==> src/rtl/systolic_pkg.sv <==
// Shared constants, state encoding and PE indexing for the 5x5 systolic sequencer.
package systolic_pkg;
    localparam int D_BW  = 8;
    localparam int ROWS  = 5;
    localparam int COLS  = 5;
    localparam int K_BW  = 10;
    localparam int NDIAG = ROWS + COLS - 1;

    typedef enum logic [1:0] {
        ST_IDLE  = 2'd0,
        ST_LOAD  = 2'd1,
        ST_DRAIN = 2'd2,
        ST_STORE = 2'd3
    } state_e;

    function automatic int pe_idx(input int r, input int c, input int cols);
        return r * cols + c;
    endfunction
endpackage

==> src/rtl/skew_delay_line.sv <==
// N-deep operand delay line; the head stage loads the beat only when it is accepted.
module skew_delay_line #(
    parameter int N = 1,
    parameter int W = 8
) (
    input  logic         clk,
    input  logic         rst_n,
    input  logic         load_i,
    input  logic [W-1:0] d_i,
    output logic [W-1:0] q_o
);
    logic [N-1:0][W-1:0] sr_q;

    always_ff @(posedge clk or negedge rst_n) begin
        if (!rst_n) begin
            sr_q <= '0;
        end else begin
            // bubbles enter as zeros so idle slots never carry stale operands
            sr_q[0] <= load_i ? d_i : '0;
            for (int i = 1; i < N; i++) begin
                sr_q[i] <= sr_q[i-1];
            end
        end
    end

    assign q_o = sr_q[N-1];
endmodule

==> src/rtl/systolic_5x5_ctrl.sv <==
// Job sequencer for the output-stationary array: skews operands, drives the diagonal MAC wave,
// then strobes each row's store/clear once the last beat has left the array.
module systolic_5x5_ctrl #(
    parameter int D_BW = systolic_pkg::D_BW,
    parameter int ROWS = systolic_pkg::ROWS,
    parameter int COLS = systolic_pkg::COLS,
    parameter int K_BW = systolic_pkg::K_BW
) (
    input  logic                 clk,
    input  logic                 rst_n,
    input  logic                 start,
    input  logic [K_BW-1:0]      cfg_k,
    output logic                 busy,
    output logic                 done,
    input  logic                 in_valid,
    output logic                 in_ready,
    input  logic [D_BW*ROWS-1:0] in_fmap,
    input  logic [D_BW*COLS-1:0] in_weight,
    output logic [D_BW*ROWS-1:0] o_fmap,
    output logic [D_BW*COLS-1:0] o_weight,
    output logic [ROWS+COLS-2:0] mul_en,
    output logic [ROWS-1:0]      str_en,
    output logic [ROWS*COLS-1:0] pe_en
);
    import systolic_pkg::*;

    localparam int ND = ROWS + COLS - 1;
    localparam int RW = $clog2(ROWS);

    state_e          state_q, state_d;
    logic [K_BW-1:0] k_q, cnt_q;
    logic [RW-1:0]   row_q;
    logic [ND-1:0]   acc_q;
    logic            done_q;
    logic            accept;

    assign accept = in_valid & in_ready;
    assign mul_en = acc_q;
    assign done   = done_q;

    always_ff @(posedge clk or negedge rst_n) begin
        if (!rst_n) state_q <= ST_IDLE;
        else        state_q <= state_d;
    end

    always_comb begin
        state_d = state_q;
        case (state_q)
            ST_IDLE:  if (start && cfg_k != '0)                 state_d = ST_LOAD;
            ST_LOAD:  if (accept && cnt_q == k_q - 1'b1)        state_d = ST_DRAIN;
            // leave one cycle early: only the last diagonal may still be set, and it clears now
            ST_DRAIN: if (acc_q[ND-2:0] == '0)                  state_d = ST_STORE;
            ST_STORE: if (row_q == RW'(ROWS - 1))               state_d = ST_IDLE;
            default:                                            state_d = ST_IDLE;
        endcase
    end

    always_comb begin
        busy     = (state_q != ST_IDLE);
        in_ready = (state_q == ST_LOAD) && (cnt_q < k_q);
        str_en   = '0;
        if (state_q == ST_STORE) str_en = ROWS'(1) << row_q;
    end

    always_ff @(posedge clk or negedge rst_n) begin
        if (!rst_n) begin
            k_q    <= '0;
            cnt_q  <= '0;
            row_q  <= '0;
            acc_q  <= '0;
            done_q <= 1'b0;
        end else begin
            acc_q  <= {acc_q[ND-2:0], accept};
            done_q <= (state_q == ST_STORE) && (row_q == RW'(ROWS - 1));
            if (state_q == ST_IDLE && start && cfg_k != '0) begin
                k_q   <= cfg_k;
                cnt_q <= '0;
            end else if (accept) begin
                cnt_q <= cnt_q + 1'b1;
            end
            if (state_q == ST_STORE) row_q <= row_q + 1'b1;
            else                     row_q <= '0;
        end
    end

    for (genvar r = 0; r < ROWS; r++) begin : g_fmap
        skew_delay_line #(.N(r + 1), .W(D_BW)) u_dly (
            .clk    (clk),
            .rst_n  (rst_n),
            .load_i (accept),
            .d_i    (in_fmap[r*D_BW +: D_BW]),
            .q_o    (o_fmap[r*D_BW +: D_BW])
        );
    end

    for (genvar c = 0; c < COLS; c++) begin : g_wgt
        skew_delay_line #(.N(c + 1), .W(D_BW)) u_dly (
            .clk    (clk),
            .rst_n  (rst_n),
            .load_i (accept),
            .d_i    (in_weight[c*D_BW +: D_BW]),
            .q_o    (o_weight[c*D_BW +: D_BW])
        );
    end

    for (genvar r = 0; r < ROWS; r++) begin : g_pe_r
        for (genvar c = 0; c < COLS; c++) begin : g_pe_c
            assign pe_en[pe_idx(r, c, COLS)] = mul_en[r + c] | str_en[r];
        end
    end
endmodule

==> config.mk <==
export PLATFORM = sky130hd
export DESIGN_NAME = systolic_5x5_ctrl
export DESIGN_NICKNAME = d
export VERILOG_FILES = /design/src/rtl/systolic_pkg.sv /design/src/rtl/skew_delay_line.sv /design/src/rtl/systolic_5x5_ctrl.sv
export SDC_FILE = /design/constraint.sdc
export NUM_CORES = 1
export LEC_CHECK = 0
export CORE_AREA = 2 2 135 163
export CTS_CLUSTER_DIAMETER = 50
export DETAILED_ROUTE_END_ITERATION = 10
export DIE_AREA = 0 0 137 165
export GPL_TIMING_DRIVEN = 0
export PLACE_DENSITY = 0.73
export RECOVER_POWER = 100
export SLEW_MARGIN = 20
export SYNTH_ARGS = -nofsm -noshare
export SYNTH_HDL_FRONTEND = slang
export SYNTH_SLANG_ARGS = --single-unit
==> constraint.sdc <==
create_clock -name clk -period 2.4 [get_ports clk]
set_input_delay 0.6 -clock clk [delete_from_list [all_inputs] [get_ports clk]]
set_output_delay 0.6 -clock clk [all_outputs]
set_load 0.01 [all_outputs]
Word level (Yosys, flattened, before mapping)
Cells that the tools add are included.

Eq/ne operators: 9. Shift-type cells: 1. Reduce and logical (&&, ||, !) cells: 12. Mux-type cells: 19. Bitwise logic cells: 26. Add/subtract/negate cells: 3. $lt $le $gt $ge: 1.

Operators with widths (count): $mux W8 (10); $or A1 B1 Y1 (25); $mux W10 (2); $add A10 B1 Y10 const B (1); $eq A10 B10 Y1 (1); $lt A10 B10 Y1 (1); $reduce_bool A10 Y1 (1); $sub A10 B1 Y10 const B (1); $logic_not A8 Y1 (1); $mux W2 (4); $ne A2 B2 Y1 const B (4); $pmux W2 S4 (1); $logic_and A1 B1 Y1 (6); $mux W5 (1); $shl A1 B3 Y5 const A (1); $eq A2 B2 Y1 const B (2); $reduce_and A4 Y1 (1); $reduce_bool A2 Y1 (2); $add A3 B1 Y3 const B (1); $eq A3 B3 Y1 const B (1); $mux W3 (1); $eq A2 B1 Y1 const B (1); $logic_not A2 Y1 (1); $and A1 B1 Y1 (1).

Logic and storage cells: 107. Flip-flop bits (word level): 275.

Logic depth before layout (Yosys ltp)
Gate-level depths: netlist (run 1).

Depth after elaboration: 6. Depth in mapped cells: 11. Depth with buffers taken out: 9.

Hierarchy
From an unflattened synthesis (run 1), not the netlist that was laid out.

Cell total of the unflattened synthesis: 635. Area, all modules: 9295.2 sq um.

By module, submodules not included: systolic_5x5_ctrl (cells an instance 251, area each 2308.5 sq um, sequential area each 875.8 sq um, instances 1); skew_delay_line (g_fmap[4].u_dly ...) (cells an instance 56, area each 1111.1 sq um, sequential area each 1001.0 sq um, instances 2); skew_delay_line (g_fmap[3].u_dly ...) (cells an instance 48, area each 910.9 sq um, sequential area each 800.8 sq um, instances 2); skew_delay_line (g_fmap[2].u_dly ...) (cells an instance 40, area each 710.7 sq um, sequential area each 600.6 sq um, instances 2); skew_delay_line (g_fmap[1].u_dly ...) (cells an instance 32, area each 510.5 sq um, sequential area each 400.4 sq um, instances 2); skew_delay_line (g_fmap[0].u_dly ...) (cells an instance 16, area each 250.2 sq um, sequential area each 200.2 sq um, instances 2).

Least setup slack after synthesis (run 1)
Ideal clock, no wire load.

Path type: register to output. Start point: register k_q[1]. End point: output port in_ready. Required time: 1800 ps. Slack: -21 ps. Cell stages (with the launch flop): 9. Path buffers: 1. Arrival: 1821 ps. Path through: dfrtp_1 clkbuf_1 inv_1 ha_1 nor2b_1 nor3_1 o211a_1 nor2_1 nor4bb_1.

Cells in the longest elaborated chain, start to end: 2.

Ends and longest elaborated chain: start, declared (line systolic_5x5_ctrl.sv:31) `logic [K_BW-1:0] k_q, cnt_q;`; start signal, assigned (line systolic_5x5_ctrl.sv:76) `k_q <= cfg_k;`; $lt A10 B10 Y1 (line systolic_5x5_ctrl.sv:60) `in_ready = (state_q == ST_LOAD) && (cnt_q < k_q);`; $logic_and A1 B1 Y1 (line systolic_5x5_ctrl.sv:60); end, declared (line systolic_5x5_ctrl.sv:16) `output logic in_ready,`.

No other way between the ends.

Final worst setup path (run 1)
Start point: register cnt_q[6]. End point: output port in_ready.

Cells in the longest elaborated chain, start to end: 2.

Ends and longest elaborated chain: start, declared (line systolic_5x5_ctrl.sv:31); start signal, assigned (line systolic_5x5_ctrl.sv:79) `cnt_q <= cnt_q + 1'b1;`; $lt A10 B10 Y1 (line systolic_5x5_ctrl.sv:60); $logic_and A1 B1 Y1 (line systolic_5x5_ctrl.sv:60).

No other way between the ends.

==> metrics.md, run 1 <==
| Metric | Value |
|---|---|
| Yosys warning count | `0` |
| Fin util | `62.4%` |
| Worst Path Max Fanout | `7` |
| Initial antenna violation count | `0` |
| Global route overflow | `0` |
| Router iterations before antenna repair | `4` |
| Ratio of cells with drive above 1 in the final layout | `21.9%` |
| IO buf count | `215` |
| Synthesized net count | `760` |
| Initial Util | `44.4%` |
| H-Tree Depth | `1` |
| Place WS | `-0.722 ns` |
| Synth-to-layout area growth | `40.7%` |
| Biggest cell delay along the critical path | `0.46 ns` |
| CTS tree | `built` |
| Area contributors post-synth | `dfrtp_1, and2_1, buf_4` |
| Root Buffer | `clkbuf_16` |
| Top Ports | `216` |
| Worst EP arrival | `2.25 ns` |
| Floorplan core area | `0.0209 mm^2` |
| DR top layer | `met4` |
| # rows | `58` |
| Largest net degree at the start of global routing | `109` |
| Hold-fix buffers, CTS | `0` |
| Mapped Area | `0.00928 mm^2` |
| Worst min path class | `flip-flop to flip-flop` |
| Wire length on met1 | `7.20 mm` |
| CP cell instances | `ha_1 -> o21a_1 -> o2111ai_2 -> nor2_1 -> nor4bb_2 -> buf_2` |
| Ant. Diodes | `0` |
| Achievable Freq | `0.351 GHz` |
| Crit Path Class | `flip-flop to primary output` |
| First-pass GRT wire length | `28.9 mm` |
| Die area | `0.0226 mm^2` |
| Register Area | `0.00689 mm^2` |
| Min Tclk post-route | `2.85 ns` |
| Avg WL per Cell | `15.2 um` |
| Starting DRT DRC Count | `197` |
| Max-cap violation count | `1` |
| Post-Syn Instances | `644` |
| Detailed placer's ending HPWL | `12.2 mm` |
| Number of global-route vias before repair | `5518` |
| Clock Skew | `0.0112 ns` |
| Status | `finished with violations` |
| P per Cell Area | `795 mW/mm^2` |
| Worst ir drop on vdd | `0.000569 V` |
| Die Y-Extent | `165 um` |
| Residual DRC | `0` |
| CTS Buf Count | `28` |
| Crit-path slowest cell | `dfrtp_2` |
| CP top delay family | `flip-flops` |
| Relative slew slack | `-25.2%` |
| Worst-margin pin slew | `1.88 ns` |
| Max-slew violations | `76` |
| Final setup violation count | `93` |
| Final net count | `1031` |
| R2R cell count | `11` |
| Leading area contributor after synthesis | `dfrtp_1` |
| GRT Resource Usage Total | `16.6%` |
| Seq/Total Area, Yosys | `74.2%` |
| Num Clock Sinks | `275` |
| Area share of the largest cell type after synthesis | `74.2%` |
| Worst skew pair latency | `0.53 ns` |
| Commonest non-fill, non-tap cells in the layout | `dfrtp_1, dlygate4sd3_1, clkdlybuf4s50_1, buf_4, and2_1` |
| Setup ws final | `-0.445 ns` |
| Static leakage | `6.38 nW` |
| Critical path endpoint category | `primary output` |
| Worst Path Buf+Inv | `1` |
| Clock buffer depth | `3` |
| Hold path depth | `0` |
| Crit start category | `flip-flop` |
| Drt total wl | `18.3 mm` |
| Setup TNS | `-15.12 ns` |
| Commonest non-fill, non-tap cell in the layout | `dfrtp_1` |
| Via count | `5434` |
| Seq cells post-synth | `275` |
| Final ANT Viol Nets | `0` |
| Critical path depth | `6` |
| RSZ-0062 raised after global routing | `true` |
| Failing checks | `max-capacitance violations, max-slew violations, negative setup slack` |
| Yosys cell types | `41` |
| Req. time, crit path | `1.80 ns` |
| Vias per cell | `4.52` |
| Fillers | `1595` |
| Chip width | `137 um` |
| Hold Vio Cnt, Final | `0` |
| GPL Wtd Cong | `0.851` |
| Met2 routed WL | `9.49 mm` |
| Routed met3 length | `1.14 mm` |
| Avg Cell Area, Syn | `14.4 um^2` |
| Clock transition at the registers of the reported paths | `0.07 ns` |
| Final worst path period share | `119%` |
| Area of the multi-input gates | `0.00195 mm^2` |
flip-flops by register name, summed over array words and instances, names as in the netlist:
signal	count
g_fmap.u_dly.sr_q	80
g_wgt.u_dly.sr_q	80
g_fmap.u_dly.q_o	40
g_wgt.u_dly.q_o	40
cnt_q	10
k_q	10
mul_en	9
row_q	3
state_q	2
done	1
metrics by stage:
step	area (um^2)	instances	total power, mW	hold WS (ns)
after floorplan	9290	644	5.48	0.304
after global placement	11800	1129	6.02	0.331
after detailed placement	11800	1131	6.06	0.335
after CTS	13000	1196	10.6	0.0398
after global routing	13100	1203	10.9	0.340
final	13100	1203	10.4	0.335
metal layers:
metal	global-route usage, %	up-vias
met2	28.4	175
met3	3.16	36
met5	0	-
met1	21.1	2678
met4	5.67	0
li1	-	2545
area by class of cell:
type	instances	area share, %
plain buffers	79	4.14
well taps	270	2.59
inverters	24	0.690
flip-flops and latches	275	52.8
repair buffers	242	17.5
clock buffers	37	6.09
clock inverters	11	1.27
multi-input cells	265	15.0
cells in the mapped netlist, drive strengths merged:
cell type	count
buf	64
a21oi	8
a211oi	2
o211a	1
mux2i	1
o21ai	17
nand3	6
or4	6
dfrtp	275
o2111ai	1
o221ai	1
a41oi	1
o31ai	4
and2	81
xor2	5
o21ba	1
a31oi	1
nor4bb	1
nor3	7
a21boi	1
nor2	9
and3	3
nand2	23
nor2b	4
nor4	5
o21a	2
inv	24
mux2	1
nand4	3
nand2b	26
a22oi	1
a2bb2oi	1
nor3b	2
or3	4
ha	22
clkbuf	16
xnor2	11
o211ai	2
and4b	1
cell families (layout without fill, tap and decap cells):
family	Yosys count	after routing	synth area share, %
DFF	275	275	74.2
and+or+nand+nor	181	181	11.4
buffers and inverters	104	393	6.80
AOI/OAI and AO/OA	44	44	2.98
adders and majority gates	22	22	2.97
xor gates and xnor gates	16	16	1.51
muxes	2	2	0.229
power by group:
| group | internal, mW | switching, mW | leakage, nW |
|---|---|---|---|
| Combinational | 0.534 | 0.409 | 2.43 |
| Clock | 2.66 | 1.73 | 0.468 |
| Sequential | 4.90 | 0.146 | 3.49 |
path summary, 6_finish.rpt:
path | startpoint | end | slack [ns]
worst max-delay path | cnt_q[6] | in_ready | -0.45
worst min-delay path | g_fmap[4].u_dly.sr_q[4] | g_fmap[4].u_dly.sr_q[12] | 0.34
worst max register to register | cnt_q[0] | g_wgt[1].u_dly.sr_q[0] | -0.26
worst min register to register | g_fmap[4].u_dly.sr_q[4] | g_fmap[4].u_dly.sr_q[12] | 0.34
max in group asynchronous | rst_n | g_wgt[4].u_dly.sr_q[2] | 0.08
min in group asynchronous | rst_n | g_fmap[3].u_dly.q_o[1] | 0.58
worst reg2reg max path, delay by kind of cell, from the launching register on:
family                     cells  cell delay, ns
buffers and inverters          5            0.96
AOI/OAI and AO/OA              2            0.54
DFF                            1            0.43
and+or+nand+nor                3            0.40
adders and majority gates      1            0.22
repair_timing:
item,in CTS,in global routing
pin swaps,11,8
setup buffers,18,8
endpoints found under the setup margin,124,107
gates resized for setup,117,53
No activity file was read; power rests on OpenSTA's default activity.
==> run 2, diff against run 1 <==
PLACE_DENSITY = 0.84   (was 0.73)
==> metrics.md, run 2 (synthesized netlist as in run 1, its figures left out) <==
| Metric | Value |
|---|---|
| GRT Resource Usage Total | `17.9% (was 16.6%)` |
| Critical path endpoint category | `primary output (unchanged)` |
| Global route overflow | `0 (unchanged)` |
| Residual DRC | `0 (unchanged)` |
| Min Tclk post-route | `2.90 ns (was 2.85 ns)` |
| Chip width | `137 um (unchanged)` |
| Ratio of cells with drive above 1 in the final layout | `25.0% (was 21.9%)` |
| RSZ-0062 raised after global routing | `true (unchanged)` |
| Clock buffer depth | `3 (unchanged)` |
| Clock Skew | `0.0200 ns (was 0.0112 ns)` |
| Largest registers in the final layout | `g_fmap.u_dly.sr_q x80, g_wgt.u_dly.sr_q x80 (unchanged)` |
| Max-slew violations | `87 (was 76)` |
| H-Tree Depth | `1 (unchanged)` |
| Relative slew slack | `-43.4% (was -25.2%)` |
| Hold Crit Start | `g_wgt[2].u_dly.sr_q[4] (was g_fmap[4].u_dly.sr_q[4])` |
| Initial Util | `44.4% (unchanged)` |
| Avg WL per Cell | `16.5 um (was 15.2 um)` |
| Worst min path class | `flip-flop to flip-flop (unchanged)` |
| RR Endpoint | `g_fmap[3].u_dly.sr_q[1] (was g_wgt[1].u_dly.sr_q[0])` |
| Req. time, crit path | `1.80 ns (about the same)` |
| Die area | `0.0226 mm^2 (unchanged)` |
| Crit start category | `flip-flop (unchanged)` |
| Num Clock Sinks | `275 (unchanged)` |
| Worst EP arrival | `2.30 ns (was 2.25 ns)` |
| Status | `finished with violations (unchanged)` |
| Die Y-Extent | `165 um (unchanged)` |
| IO buf count | `215 (unchanged)` |
| P per Cell Area | `790 mW/mm^2 (was 795 mW/mm^2)` |
| Hold Vio Cnt, Final | `0 (unchanged)` |
| Setup ws final | `-0.501 ns (was -0.445 ns)` |
| CTS tree | `built (unchanged)` |
| Starting DRT DRC Count | `260 (was 197)` |
| Failing checks | `max-capacitance violations, max-slew violations, negative setup slack (unchanged)` |
| Hold Crit Endpoint | `g_wgt[2].u_dly.sr_q[12] (was g_fmap[4].u_dly.sr_q[12])` |
| GPL Wtd Cong | `0.856 (was 0.851)` |
| Achievable Freq | `0.345 GHz (was 0.351 GHz)` |
| Hold path depth | `0 (unchanged)` |
| Hold-fix buffers, CTS | `0 (unchanged)` |
| Router iterations before antenna repair | `5 (was 4)` |
| Static leakage | `6.36 nW (was 6.38 nW)` |
| Floorplan core area | `0.0209 mm^2 (unchanged)` |
| Commonest non-fill, non-tap cells in the layout | `dfrtp_1, clkdlybuf4s50_1, buf_4, and2_1, dlygate4sd3_1 (was dfrtp_1, dlygate4sd3_1, clkdlybuf4s50_1, buf_4, and2_1)` |
| R2R Path Start | `cnt_q[4] (was cnt_q[0])` |
| R2r setup slk | `-0.18 ns (was -0.26 ns)` |
| Root Buffer | `clkbuf_16 (unchanged)` |
| Via count | `5599 (was 5434)` |
| Worst-margin pin slew | `2.15 ns (was 1.88 ns)` |
| Hold_ws | `0.342 ns (was 0.335 ns)` |
| Final setup violation count | `85 (was 93)` |
| CTS Buf Count | `29 (was 28)` |
| Initial antenna violation count | `0 (unchanged)` |
| Synth-to-layout area growth | `42.5% (was 40.7%)` |
| Fin util | `63.3% (was 62.4%)` |
| Ant. Diodes | `0 (unchanged)` |
| Worst ir drop on vdd | `0.000560 V (was 0.000569 V)` |
| Detailed placer's ending HPWL | `12.8 mm (was 12.2 mm)` |
| R2R cell count | `10 (was 11)` |
| First-pass GRT wire length | `31.2 mm (was 28.9 mm)` |
| Final worst path period share | `121% (was 119%)` |
| Clock transition at the registers of the reported paths | `0.06 ns (was 0.07 ns)` |
| Commonest non-fill, non-tap cell in the layout | `dfrtp_1 (unchanged)` |
| # rows | `58 (unchanged)` |
| Worst Path Max Fanout | `6 (was 7)` |
| Final ANT Viol Nets | `0 (unchanged)` |
| Top Ports | `216 (unchanged)` |
| Largest net degree at the start of global routing | `109 (unchanged)` |
| Final net count | `1036 (was 1031)` |
| Number of global-route vias before repair | `6028 (was 5518)` |
| Max-cap violation count | `1 (unchanged)` |
| Vias per cell | `4.62 (was 4.52)` |
| Drt total wl | `20.0 mm (was 18.3 mm)` |
| Worst skew pair latency | `0.53 ns (about the same)` |
| Crit Path Class | `flip-flop to primary output (unchanged)` |
-- run 2: cell count changes in the layout (fill, tap and decap cells not counted), sizes merged --
| cell | change |
|---|---|
| dlygate4sd3 | -49 |
| clkinvlp | +1 |
| buf | +8 |
| clkdlybuf4s50 | +49 |
| clkdlybuf4s15 | +3 |
| clkbuf | -7 |
| inv | +5 |
| clkinv | +2 |
| bufinv | -2 |
-- run 2: worst max path at each step --
stage	from	to
6_report	cnt_q[4]	in_ready
5_1_grt	k_q[4]	in_ready
4_1_cts	k_q[1]	in_ready
3_5_place_dp	k_q[1]	g_wgt[3].u_dly.sr_q[0]
3_3_place_gp	rst_n	g_fmap[2].u_dly.sr_q[7]
2_1_floorplan	k_q[1]	in_ready
-- run 2: worst max-delay path: stages (launching register included) --
cell       delay (ns)
dfrtp_2          0.44
ha_1             0.32
a22oi_2          0.21
nand2_1          0.13
o2111ai_2        0.10
nor2_2           0.09
nor4bb_2         0.29
buf_2            0.18
-- run 2: power by group --
part           internal (mW)  leakage, nW  switching [mW]
logic                  0.564         2.41           0.422
registers               4.90         3.48           0.152
clock network           2.52        0.472            1.89
-- run 2: area by class of cell --
type	instances	area [um^2]
multi-input combinational	265	2050
clock inverter	17	170
clock buffer	37	796
buffer	79	544
fill	1524	7680
tap	270	338
sequential	275	6890
timing repair buffer	246	2330
inverter	24	95.1
-- run 2: timing repair --
item / in CTS / in global routing
pin swaps: 11 / 16
setup endpoints to repair: 123 / 109
setup buffers: 23 / 8
gates resized for setup: 134 / 77
-- run 2: routing by layer --
| layer | track usage (%) | vias up | part of all wire, % |
|---|---|---|---|
| met4 | 4.87 | 0 | 1.8 |
| met1 | 21.3 | 2752 | 38 |
| li1 | - | 2558 | - |
| met3 | 4.21 | 40 | 8.2 |
| met5 | 0 | - | 0 |
| met2 | 32.2 | 249 | 52 |
-- run 2: metrics by stage --
stage / std cells / instance area, um^2 / worst slack [ns] / TNS (ns) / power [mW]
2_1_floorplan: 644 / 9290 / 0.0493 / 0 / 5.48
3_3_place_gp: 1129 / 11800 / -10.19 / -2839.21 / 6.00
3_5_place_dp: 1131 / 11800 / -0.804 / -48.69 / 6.05
4_1_cts: 1207 / 13100 / -0.496 / -10.95 / 10.6
5_1_grt: 1213 / 13200 / -0.595 / -21.73 / 10.9
6_report: 1213 / 13200 / -0.501 / -7.40 / 10.5
